===== config.mk =====
export PLATFORM = sky130hd
export DESIGN_NAME = addr_seq
export DESIGN_NICKNAME = d
export VERILOG_FILES = /design/src/rtl/kcc_pkg.sv /design/src/rtl/addr_seq.sv
export SDC_FILE = /design/constraint.sdc
export NUM_CORES = 1
export LEC_CHECK = 0
export CAP_MARGIN = 5
export CORE_MARGIN = 2
export CORE_UTILIZATION = 40
export DETAILED_ROUTE_END_ITERATION = 8
export PLACE_DENSITY = 0.81
export SKIP_CTS_REPAIR_TIMING = 1
export SLEW_MARGIN = 20
export SYNTH_ARGS = -nofsm -noshare
export SYNTH_HDL_FRONTEND = slang
export SYNTH_SLANG_ARGS = --single-unit

===== constraint.sdc =====
create_clock -name clk -period 2.05 [get_ports clk]
set_input_delay 0.205 -clock clk [delete_from_list [all_inputs] [get_ports clk]]
set_output_delay 0.205 -clock clk [all_outputs]
set_load 0.03 [all_outputs]

===== src/rtl/kcc_pkg.sv =====
// Shared definitions for the ROM-based address sequencer.
// Holds the FSM state encoding, the BaseSel codes driven onto the base-register
// mux, the Baseen load-strobe codes and the fixed output widths.
package kcc_pkg;

  typedef enum logic [2:0] {
    S_IDLE  = 3'd0,
    S_LOAD1 = 3'd1,
    S_LOAD2 = 3'd2,
    S_RD    = 3'd3,
    S_WR    = 3'd4,
    S_FIN   = 3'd5
  } state_t;

  // Base register selected by BaseSel: source base vs destination base
  localparam logic [2:0] RDBASE1 = 3'd0;
  localparam logic [2:0] RDBASE2 = 3'd1;

  // Baseen strobes: which base register latches ROM data this cycle
  localparam logic [1:0] BASEEN_NONE = 2'd0;
  localparam logic [1:0] BASEEN_RD   = 2'd1;
  localparam logic [1:0] BASEEN_WT   = 2'd2;

  localparam int unsigned ROMSEL_W = 4;
  localparam int unsigned RDOFS_W  = 5;
  localparam int unsigned WTOFS_W  = 6;

endpackage


===== src/rtl/addr_seq.sv =====
// Address sequencer: on a start pulse, loads the source and destination base
// registers from ROM, then walks a word index through alternating read/write
// cycles and pulses done at the end.
// Ports:
//   clk, rst            clock, asynchronous active-high reset
//   start               one-cycle command pulse (honoured only in IDLE)
//   rd_sel, wt_sel      ROM base selectors for source / destination
//   nwords              word count, 0 encodes 2^NW_W
//   hold                datapath stall, honoured only in RD/WR
//   ROMBaseSel, Baseen  ROM base lookup and base-register load strobes
//   BaseSel, OffsetSel  base / offset mux selects for the address adder
//   RdOffset, WtOffset  current word offset for read / write
//   rd_en, wt_en        read / write strobes
//   suspend, busy, done status (done is a one-cycle pulse)
// Every output is a register loaded with the decode of the state being
// entered, so outputs line up with the state they belong to.
module addr_seq
  import kcc_pkg::*;
#(
  parameter int unsigned NW_W = 5
) (
  input  logic                clk,
  input  logic                rst,
  input  logic                start,
  input  logic [3:0]          rd_sel,
  input  logic [3:0]          wt_sel,
  input  logic [NW_W-1:0]     nwords,
  input  logic                hold,
  output logic [3:0]          ROMBaseSel,
  output logic [1:0]          Baseen,
  output logic [2:0]          BaseSel,
  output logic                OffsetSel,
  output logic                suspend,
  output logic [4:0]          RdOffset,
  output logic [5:0]          WtOffset,
  output logic                rd_en,
  output logic                wt_en,
  output logic                busy,
  output logic                done
);

  state_t            state_q;
  logic [3:0]        wt_sel_q;
  logic [NW_W-1:0]   count_q;
  logic [NW_W-1:0]   idx_q;
  logic [NW_W-1:0]   last_idx;
  logic [NW_W-1:0]   idx_inc;

  // count 0 wraps to all-ones here, giving 2^NW_W words without a wider index
  assign last_idx = count_q - NW_W'(1);
  assign idx_inc  = idx_q + NW_W'(1);

  // Sequencer FSM with registered output decode of the next state
  always_ff @(posedge clk or posedge rst) begin
    if (rst) begin
      state_q    <= S_IDLE;
      wt_sel_q   <= '0;
      count_q    <= '0;
      idx_q      <= '0;
      ROMBaseSel <= '0;
      Baseen     <= BASEEN_NONE;
      BaseSel    <= RDBASE1;
      OffsetSel  <= 1'b0;
      suspend    <= 1'b0;
      RdOffset   <= '0;
      WtOffset   <= '0;
      rd_en      <= 1'b0;
      wt_en      <= 1'b0;
      busy       <= 1'b0;
      done       <= 1'b0;
    end else begin
      ROMBaseSel <= '0;
      Baseen     <= BASEEN_NONE;
      BaseSel    <= RDBASE1;
      OffsetSel  <= 1'b0;
      RdOffset   <= '0;
      WtOffset   <= '0;
      rd_en      <= 1'b0;
      wt_en      <= 1'b0;
      done       <= 1'b0;
      busy       <= 1'b1;
      suspend    <= 1'b1;

      case (state_q)
        S_IDLE: begin
          if (start) begin
            // rd_sel goes straight into the LOAD1 ROM select register
            wt_sel_q   <= wt_sel;
            count_q    <= nwords;
            state_q    <= S_LOAD1;
            ROMBaseSel <= rd_sel;
            Baseen     <= BASEEN_RD;
          end else begin
            busy    <= 1'b0;
            suspend <= 1'b0;
          end
        end

        S_LOAD1: begin
          state_q    <= S_LOAD2;
          ROMBaseSel <= wt_sel_q;
          Baseen     <= BASEEN_WT;
        end

        S_LOAD2: begin
          idx_q    <= '0;
          state_q  <= S_RD;
          BaseSel  <= RDBASE1;
          RdOffset <= '0;
          rd_en    <= 1'b1;
        end

        S_RD: begin
          if (hold) begin
            // stalled: keep the read address, drop the strobe
            BaseSel  <= RDBASE1;
            RdOffset <= RDOFS_W'(idx_q);
          end else begin
            state_q   <= S_WR;
            BaseSel   <= RDBASE2;
            OffsetSel <= 1'b1;
            WtOffset  <= WTOFS_W'(idx_q);
            wt_en     <= 1'b1;
          end
        end

        S_WR: begin
          if (hold) begin
            BaseSel   <= RDBASE2;
            OffsetSel <= 1'b1;
            WtOffset  <= WTOFS_W'(idx_q);
          end else if (idx_q == last_idx) begin
            state_q <= S_FIN;
            done    <= 1'b1;
          end else begin
            idx_q    <= idx_inc;
            state_q  <= S_RD;
            BaseSel  <= RDBASE1;
            RdOffset <= RDOFS_W'(idx_inc);
            rd_en    <= 1'b1;
          end
        end

        S_FIN: begin
          // start is deliberately ignored on the way back to IDLE
          state_q <= S_IDLE;
          busy    <= 1'b0;
          suspend <= 1'b0;
        end

        default: begin
          state_q <= S_IDLE;
          busy    <= 1'b0;
          suspend <= 1'b0;
        end
      endcase
    end
  end

endmodule


==> results of run 1 <==
cell families after synthesis:
kind of cell,Yosys count,share of synthesized area (%)
AOI/OAI and AO/OA,25,11.31
xor gates and xnor gates,7,3.743
adders and majority gates,2,1.528
buffers and inverters,18,5.883
DFF,38,58.06
muxes,9,6.035
other,1,0.2290
and+or+nand+nor,38,13.22
per-stage QoR:
| step | hold slack, ns | util (%) | instance area, µm² |
|---|---|---|---|
| floorplan | 0.2748 | - | 1645 |
| detailed placement | 0.4781 | 52.49 | 2085 |
| CTS | 0.3264 | 56.08 | 2227 |
| finish | 0.3092 | 56.77 | 2255 |
| global placement | 0.4690 | 52.49 | 2085 |
| global route | 0.3884 | 56.77 | 2255 |
power groups by stage:
stage | combinational (mW) | clock [mW] | sequential, mW
floorplan | 0.634 | 0 | 1.23
global placement | 1.09 | 0 | 1.11
detailed placement | 1.11 | 0 | 1.12
CTS | 1.12 | 0.795 | 1.11
global route | 1.27 | 0.825 | 1.14
finish | 1.17 | 0.782 | 1.11
worst paths after layout:
path	end	slack [ns]	depth (start not counted)
worst max-delay path	idx_q[2]$_DFFE_PP0P_	0.09	8
worst min-delay path	RdOffset[4]$_DFF_PP0_	0.31	3
worst max register to register	idx_q[2]$_DFFE_PP0P_	0.09	8
worst min register to register	ROMBaseSel[3]$_DFF_PP0_	0.49	1
max in group asynchronous	ROMBaseSel[1]$_DFF_PP0_	1.41	3
min in group clk	ROMBaseSel[3]$_DFF_PP0_	0.49	1
sequential cells by signal, indices dropped and copies added (netlist names):
| name | cells |
|---|---|
| BaseSel | 1 |
| Baseen | 2 |
| ROMBaseSel | 4 |
| RdOffset | 5 |
| WtOffset | 5 |
| busy | 1 |
| count_q | 5 |
| done | 1 |
| idx_q | 5 |
| rd_en | 1 |
| state_q | 3 |
| wt_en | 1 |
| wt_sel_q | 4 |
cell type report:
type | instances | area (µm²)
flip-flops and latches | 38 | 950.9
well taps | 50 | 62.56
inverters | 8 | 30.03
clock inverters | 2 | 60.06
fillers | 344 | 1717
clock buffers | 6 | 82.58
multi-input cells | 84 | 618.1
repair buffers | 47 | 450.4
worst max-delay path, stage by stage, from the launching register on:
cell and delay, ns:
dfrtp_1 0.39, inv_2 0.08, ha_4 0.14, and2b_1 0.20, or3_4 0.34, a311oi_4 0.30, buf_4 0.18, a211oi_2 0.05
a31o_1 0.18
placed cells by master, fill, tap and decap left out, drive strengths merged, types with 2 or more instances in the layout:
master / netlist / layout
nand2: 9 / 9
a22o: 4 / 4
bufinv: 0 / 2
dfrtp: 38 / 38
o22ai: 3 / 3
ha: 2 / 2
clkdlybuf4s50: 0 / 39
clkbuf: 2 / 6
mux2i: 2 / 2
nand2b: 3 / 3
and3b: 2 / 2
and2b: 2 / 2
nor2: 10 / 10
o21ai: 9 / 9
mux2: 7 / 7
nand3: 2 / 2
conb: 1 / 3
xnor2: 5 / 5
nor3b: 2 / 2
buf: 8 / 8
xor2: 2 / 2
or2: 2 / 2
inv: 8 / 8
nor2b: 2 / 2
per-layer routing:
layer,global-route usage [%],up-vias,part of all wire [%]
li1,-,552,-
met1,21.15,553,44
met2,23.18,32,49
met3,4.934,7,4.7
met4,6.750,0,2.4
met5,0,-,0
==> results.json, run 1 <==
{
  "outcome": "finished clean",
  "clkSlewWorstSetupHoldPaths_ns": 0.08,
  "hold_class": "primary input to asynchronous set/reset pin",
  "yosysSeqAreaShare_pct": 58.06,
  "wirelength_um": 3140,
  "synth.distinct_cells": 39,
  "fp.dieH_um": 67.99,
  "core_mm2": 0.003971,
  "cp.required_ns": 2.24,
  "final.setup.worst_slack_ns": 0.08868,
  "worst-path-max-fanout": 4,
  "comb_power_share_pct": 38.2,
  "synth_top_cell_by_area": "dfrtp_1",
  "vias": 1144,
  "io_pins": 43,
  "cts.htree.levels": 2,
  "clockRootBuffer": "clkbuf_8",
  "grt_first_pass_wirelength_um": 5264,
  "port_buffers": 39,
  "slew-limit-headroom_pct": 63.05,
  "grt_overflow": 0,
  "cellPowerDensity_mw_per_mm2": 1355,
  "yosysMostFrequentCell": "dfrtp_1",
  "chipWidth_um": 67.99,
  "fin_nets": 203,
  "antenna_left": 0,
  "place_inst": 226,
  "period_minus_slack_ns": 1.961,
  "switching_share_pct": 33.31,
  "instances_no_fill": 235,
  "synth_area_mm2": 0.001638,
  "place.gp.congestion": 0.7996,
  "fin_skew_ns": 0.006706,
  "rows": 23,
  "post-place-ws_ns": -0.1369,
  "leakage_nw": 0.9909,
  "drt_iter0_drc": 51,
  "synthTopCellsByArea": "dfrtp_1 58%, mux2_2 4.8%, xnor2_1 2.7%",
  "numClockSinks": 38,
  "synth_edf_count": 0,
  "via_per_inst": 4.868,
  "synth_common_cells": "38 x dfrtp_1, 10 x nor2_1, 9 x nand2_1",
  "worst_pin_slew_ns": 0.5517,
  "start_util_pct": 41.24,
  "synthFlopType": "dfrtp_1",
  "report.final.slew_viol_count": 0,
  "grt_usage_pct": 15.67,
  "internal_power_mw": 2.038,
  "finalHoldViolCount": 0,
  "fmax_mhz": 509.9,
  "arrival_ns": 2.15,
  "clk_latency_ns": 0.29,
  "final.setup.tns_ns": 0,
  "synth_cells": 138,
  "grt_max_degree": 39,
  "worstSetupPathType": "flip-flop to flip-flop",
  "ys_ff_latch": 38,
  "cts_buffer_depth": 2,
  "synth_top_area_share_pct": 58.06,
  "cts_tree": "built",
  "fin_crit_sh_pct": 95.67,
  "power_mw": 3.056,
  "vdd_drop_max_v": 0.0006426,
  "rr_startpoint": "count_q[1]$_DFFE_PP0P_",
  "dp_hpwl_um": 2259,
  "dr.pass1.iters": 4,
  "maxCapViolations": 0,
  "ys_warn_count": 0,
  "async_flop_share_pct": 100.0,
  "seq_power_share_pct": 36.2,
  "worstSetupStartpoint": "count_q[1]$_DFFE_PP0P_",
  "antenna_found_initial": 0,
  "drc": 0,
  "p_switching_mw": 1.018,
  "syn_area_per_cell_um2": 11.87,
  "endpoint_kind": "flip-flop",
  "diodes": 0,
  "die-area_mm2": 0.004623,
  "start_kind": "flip-flop",
  "cts_buffers": 5,
  "wl_per_cell_um": 13.36,
  "pwr-share-clk_pct": 25.6,
  "drive_gt1_share_pct": 17.84,
  "area_growth_syn_to_layout_pct": 37.66,
  "grt_pass1_vias": 1083,
  "finalSetupViolCount": 0
}
Power figures use the tool's default switching activity.
==> run 2, diff against run 1 <==
--- a/config.mk
+++ b/config.mk
@@ -6,10 +6,11 @@
 export NUM_CORES = 1
 export LEC_CHECK = 0
 export CAP_MARGIN = 5
-export CORE_MARGIN = 2
+export CORE_MARGIN = 4
 export CORE_UTILIZATION = 40
+export CTS_BUF_LIST = sky130_fd_sc_hd__clkbuf_4
 export DETAILED_ROUTE_END_ITERATION = 8
-export PLACE_DENSITY = 0.81
+export PLACE_DENSITY = 0.79
 export SKIP_CTS_REPAIR_TIMING = 1
 export SLEW_MARGIN = 20
 export SYNTH_ARGS = -nofsm -noshare
==> constraint.sdc (replaced) <==
create_clock -name clk -period 1.85 [get_ports clk]
set_input_delay 0.185 -clock clk [delete_from_list [all_inputs] [get_ports clk]]
set_output_delay 0.185 -clock clk [all_outputs]
set_load 0.03 [all_outputs]
==> run 2 against run 1 <==
The flow now finishes with violations (setup timing). Sequential power rose by 9.9%. Non-clock buffer count up 7. First-iteration DRC count is 29% lower. Critical path depth shrank 1. Wire length increased by 10%. Final area up 2.2%. Highest routed layer unchanged.
==> results.json, run 2 (synthesis gave the netlist of run 1 again) <==
{
  "hold_class": "primary input to asynchronous set/reset pin",
  "reg2reg_to": "idx_q[1]$_DFFE_PP0P_",
  "drc": 0,
  "numClockSinks": 38,
  "fillers": 297,
  "area_growth_syn_to_layout_pct": 40.72,
  "dr.pass1.iters": 4,
  "fin_nets": 211,
  "place.gp.congestion": 0.8070,
  "wl_per_cell_um": 14.37,
  "violations": "setup timing",
  "worst-path-max-fanout": 5,
  "rows": 22,
  "dp_hpwl_um": 2444,
  "cts.htree.levels": 2,
  "via_per_inst": 4.855,
  "grt_first_pass_wirelength_um": 5595,
  "power_mw": 3.386,
  "maxCapViolations": 0,
  "cts_buffer_depth": 2,
  "antenna_found_initial": 0,
  "start_util_pct": 43.12,
  "final.setup.worst_slack_ns": -0.1015,
  "fin_crit_sh_pct": 105.5,
  "fmax_mhz": 512.4,
  "drive_gt1_share_pct": 23.32,
  "grt_use_met2_pct": 24.49,
  "drt_iter0_drc": 36,
  "antenna_left": 0,
  "use_met3_pct": 4.709,
  "cts_buffers": 5,
  "wirelength_um": 3463,
  "endpoint_kind": "flip-flop",
  "r2r_cells": 7,
  "met1_usage_pct": 16.44,
  "io_pins": 43,
  "place_inst": 228,
  "clkSlewWorstSetupHoldPaths_ns": 0.12,
  "worstSetupPathType": "flip-flop to flip-flop",
  "fp.dieH_um": 71.99,
  "port_buffers": 39,
  "clockRootBuffer": "clkbuf_4",
  "rr_startpoint": "count_q[0]$_DFFE_PP0P_",
  "finalSetupViolCount": 14,
  "grt_pass1_vias": 1188,
  "grt_setup_unrepaired": "true",
  "instances_no_fill": 241,
  "clk_latency_ns": 0.35,
  "report.final.slew_viol_count": 0,
  "grt.busiest_layer": "met2",
  "cellPowerDensity_mw_per_mm2": 1469,
  "grt_max_degree": 39,
  "vias": 1170,
  "outcome": "complete, but fails checks",
  "rrSetupSlack_ns": -0.10,
  "grt_overflow": 0,
  "fin_skew_ns": 0.007551,
  "cts_tree": "built",
  "vdd_drop_max_v": 0.0007385,
  "final_common_cell": "clkdlybuf4s50_1",
  "diodes": 0,
  "finalHoldViolCount": 0,
  "cp.required_ns": 2.07,
  "die-area_mm2": 0.005183,
  "arrival_ns": 2.17,
  "period_minus_slack_ns": 1.951,
  "start_kind": "flip-flop",
  "chipWidth_um": 71.99,
  "utilization_pct": 60.67,
  "core_mm2": 0.003799,
  "leakage_nw": 1.019,
  "grt_usage_pct": 14.18,
  "layout_common_cells": "39 x clkdlybuf4s50_1, 38 x dfrtp_1, 14 x buf_4, 9 x nor2_1, 9 x nand2_1"
}
==> run 2: layer usage <==
layer	share of wire (%)	wire length [µm]
met5	0	0
met4	1.6	55
met3	4.7	164
met2	52	1817
met1	41	1425
==> run 2: worst max-delay path by stage <==
stage / from / depth (start not counted) / end
2_1_floorplan: count_q[0]$_DFFE_PP0P_ / 8 / idx_q[1]$_DFFE_PP0P_
3_3_place_gp: count_q[1]$_DFFE_PP0P_ / 7 / RdOffset[3]$_DFF_PP0_
3_5_place_dp: count_q[0]$_DFFE_PP0P_ / 7 / idx_q[0]$_DFFE_PP0P_
4_1_cts: count_q[0]$_DFFE_PP0P_ / 7 / idx_q[1]$_DFFE_PP0P_
5_1_grt: count_q[0]$_DFFE_PP0P_ / 7 / idx_q[1]$_DFFE_PP0P_
6_report: count_q[0]$_DFFE_PP0P_ / 7 / idx_q[1]$_DFFE_PP0P_
==> run 2: layout make-up <==
class,count,area [µm²],area share (%)
clock buffers,5,37.54,1.629
clock inverters,3,68.82,2.986
inverters,8,30.03,1.303
multi-input cells,85,641.9,27.85
flip-flops and latches,38,950.9,41.26
well taps,48,60.06,2.606
repair buffers,54,515.5,22.37
==> run 2: critical path, cell delays in order (launching register included) <==
cell      delay, ns
dfrtp_1        0.42
inv_2          0.09
ha_4           0.15
and2b_1        0.19
or3_4          0.34
a311oi_4       0.33
or2_4          0.23
o22ai_1        0.09
==> run 2: per-stage QoR <==
stage               TNS (ns)  area [µm²]  setup slack, ns  hold slack [ns]
floorplan            -0.3778        1648         -0.04570           0.2548
detailed placement    -2.986        2127          -0.3019           0.4922
finish                -1.051        2305          -0.1015           0.2355
global placement      -1.513        2127          -0.1646           0.4836
CTS                   -3.414        2233          -0.3254           0.2402
global route          -1.861        2305          -0.1568           0.2787
==> run 2: where the power goes <==
group          internal (mW)  total, mW  switching [mW]
clock                  0.423      0.703           0.280
sequential              1.06       1.22           0.164
combinational          0.729       1.46           0.735
total                   2.21       3.39            1.18
==> run 3, diff against run 2 <==
--- a/config.mk
+++ b/config.mk
@@ -6,7 +6,7 @@
 export NUM_CORES = 1
 export LEC_CHECK = 0
 export CAP_MARGIN = 5
-export CORE_MARGIN = 4
+export CORE_MARGIN = 2
 export CORE_UTILIZATION = 40
 export CTS_BUF_LIST = sky130_fd_sc_hd__clkbuf_4
 export DETAILED_ROUTE_END_ITERATION = 8
==> run 3 against run 2 <==
The flow still finishes with violations (setup timing). Critical endpoint is now idx_q[2]$_DFFE_PP0P_. Final cell count is 0.83% lower. Via count increased by 0.68%. Sequential share of layout area up 1.5 points. Sequential power about the same. Largest cell class unchanged. Register-to-register slack is essentially flat. First-iteration DRC count rose to 3.5 times the previous value. Count of clock-buffer cells in the layout up 2. Critical path depth is 1 higher. Non-clock buffer count down 2. Fmax down 0.37%. Wire length rose by 1.4%. Core utilization down 4.7 points.
==> results.json, run 3 (synthesis gave the netlist of run 1 again) <==
{
  "worstSetupStartpoint": "count_q[1]$_DFFE_PP0P_",
  "report.final.slew_viol_count": 0,
  "io_pins": 43,
  "grt_pass1_vias": 1173,
  "core_mm2": 0.003971,
  "setup.worst_path.end": "idx_q[2]$_DFFE_PP0P_",
  "worst-path-max-fanout": 4,
  "power_mw": 3.031,
  "postPlaceCellArea_mm2": 0.002125,
  "fin_crit_sh_pct": 105.9,
  "dp_hpwl_um": 2557,
  "crit_family": "simple AND/OR/NAND/NOR gates",
  "cts.htree.levels": 2,
  "period_minus_slack_ns": 1.959,
  "worstSetupPathType": "flip-flop to flip-flop",
  "drive_gt1_share_pct": 20.63,
  "clk_latency_ns": 0.33,
  "grt_setup_unrepaired": "true",
  "finalHoldViolCount": 0,
  "crit_slowest_cell": "dfrtp_1",
  "fmax_mhz": 510.5,
  "cts_buffer_depth": 2,
  "port_buffers": 39,
  "rr_startpoint": "count_q[1]$_DFFE_PP0P_",
  "grt_overflow": 0,
  "cellPowerDensity_mw_per_mm2": 1364,
  "area_growth_syn_to_layout_pct": 35.68,
  "vias": 1178,
  "stdcell_area_mm2": 0.002222,
  "r2r_cells": 8,
  "path_buf_inv": 2,
  "final_common_cell": "clkdlybuf4s50_1",
  "grt_first_pass_wirelength_um": 5306,
  "start_kind": "flip-flop",
  "final.setup.tns_ns": -0.6805,
  "hold_class": "primary input to asynchronous set/reset pin",
  "antenna_left": 0,
  "seq_power_share_pct": 40.0,
  "die-area_mm2": 0.004623,
  "drt_iter0_drc": 127,
  "via_per_inst": 4.929,
  "final.setup.worst_slack_ns": -0.1087,
  "fillers": 331,
  "layout_common_cells": "39 x clkdlybuf4s50_1, 38 x dfrtp_1, 12 x buf_4, 10 x nor2_1, 9 x nand2_1",
  "post-place-ws_ns": -0.2339,
  "numClockSinks": 38,
  "p_switching_mw": 1.133,
  "cts_buffers": 5,
  "fp.dieH_um": 67.99,
  "internal_power_mw": 1.898,
  "switching_share_pct": 37.37,
  "worstSetupPathDepth": 8,
  "finalSetupViolCount": 12,
  "comb_power_share_pct": 46.1,
  "rrSetupSlack_ns": -0.11,
  "clockRootBuffer": "clkbuf_4",
  "rows": 23,
  "grt_usage_pct": 15.91,
  "cp.required_ns": 2.08,
  "cts_tree": "built",
  "reg2reg_to": "idx_q[2]$_DFFE_PP0P_",
  "fin_skew_ns": 0.007262,
  "maxCapViolations": 0,
  "arrival_ns": 2.19,
  "wl_per_cell_um": 14.69,
  "grt_max_degree": 39,
  "slowest_delay_ns": 0.40,
  "chipWidth_um": 67.99,
  "diodes": 0,
  "drc": 0,
  "antenna_found_initial": 0,
  "wirelength_um": 3511,
  "clkSlewWorstSetupHoldPaths_ns": 0.11,
  "leakage_nw": 0.9744,
  "fin_nets": 208,
  "pwr-share-clk_pct": 13.9,
  "place.gp.congestion": 0.8724,
  "path_cells": "inv_2 -> ha_4 -> and2b_1 -> or3_4 -> a311oi_4 -> buf_6 -> a211oi_4 -> a31o_1",
  "dr.pass1.iters": 4,
  "start_util_pct": 41.24,
  "vdd_drop_max_v": 0.0005259,
  "outcome": "complete, but fails checks",
  "violations": "setup timing",
  "endpoint_kind": "flip-flop"
}
==> run 3: power by group through the flow <==
stage / Clock (mW) / Sequential (mW) / Combinational [mW]
floorplan: 0 / 1.36 / 0.706
global placement: 0 / 1.21 / 1.27
detailed placement: 0 / 1.23 / 1.33
CTS: 0.431 / 1.21 / 1.33
global route: 0.462 / 1.24 / 1.50
finish: 0.421 / 1.21 / 1.40
==> run 3: layout make-up <==
cell class              instances  area, µm²  share of cell area, %
flip-flops and latches         38      950.9                  42.79
multi-input cells              84      634.4                  28.55
repair buffers                 52      491.7                  22.13
well taps                      50      62.56                  2.815
clock buffers                   7      52.55                  2.365
inverters                       8      30.03                  1.351
==> run 3: metrics by stage <==
step,util (%),hold WS [ns],std cells
final,55.95,0.2462,239
after global routing,55.95,0.2964,239
after CTS,54.82,0.2645,238
after detailed placement,53.50,0.4950,231
after global placement,53.50,0.4712,231
after floorplan,-,0.2548,140
==> run 3: how the worst min path moves through the flow <==
stage	to	slack [ns]	depth (start not counted)
2_1_floorplan	done$_DFF_PP0_	0.25	1
3_3_place_gp	ROMBaseSel[1]$_DFF_PP0_	0.47	1
3_5_place_dp	ROMBaseSel[3]$_DFF_PP0_	0.49	1
4_1_cts	Baseen[0]$_DFF_PP0_	0.26	3
5_1_grt	busy$_DFF_PP0_	0.30	3
6_report	ROMBaseSel[2]$_DFF_PP0_	0.25	3
==> run 3: per-layer routing <==
layer / wire (µm) / global-route usage, % / vias to the layer above
met2: 1897 / 27.43 / 30
met1: 1437 / 18.38 / 580
met3: 106 / 5.099 / 8
met4: 70 / 6.000 / 0
met5: 0 / 0 / -
li1: - / - / 560
==> run 3: worst reg2reg max path: cells and delay by family (launching register included) <==
family / cells / cell delay [ns]
adder cells (fa/ha/maj): 1 / 0.15
flip-flops: 1 / 0.40
buffers and inverters: 2 / 0.26
AND/OR/NAND/NOR: 2 / 0.53
AO/OA/AOI/OAI: 3 / 0.52
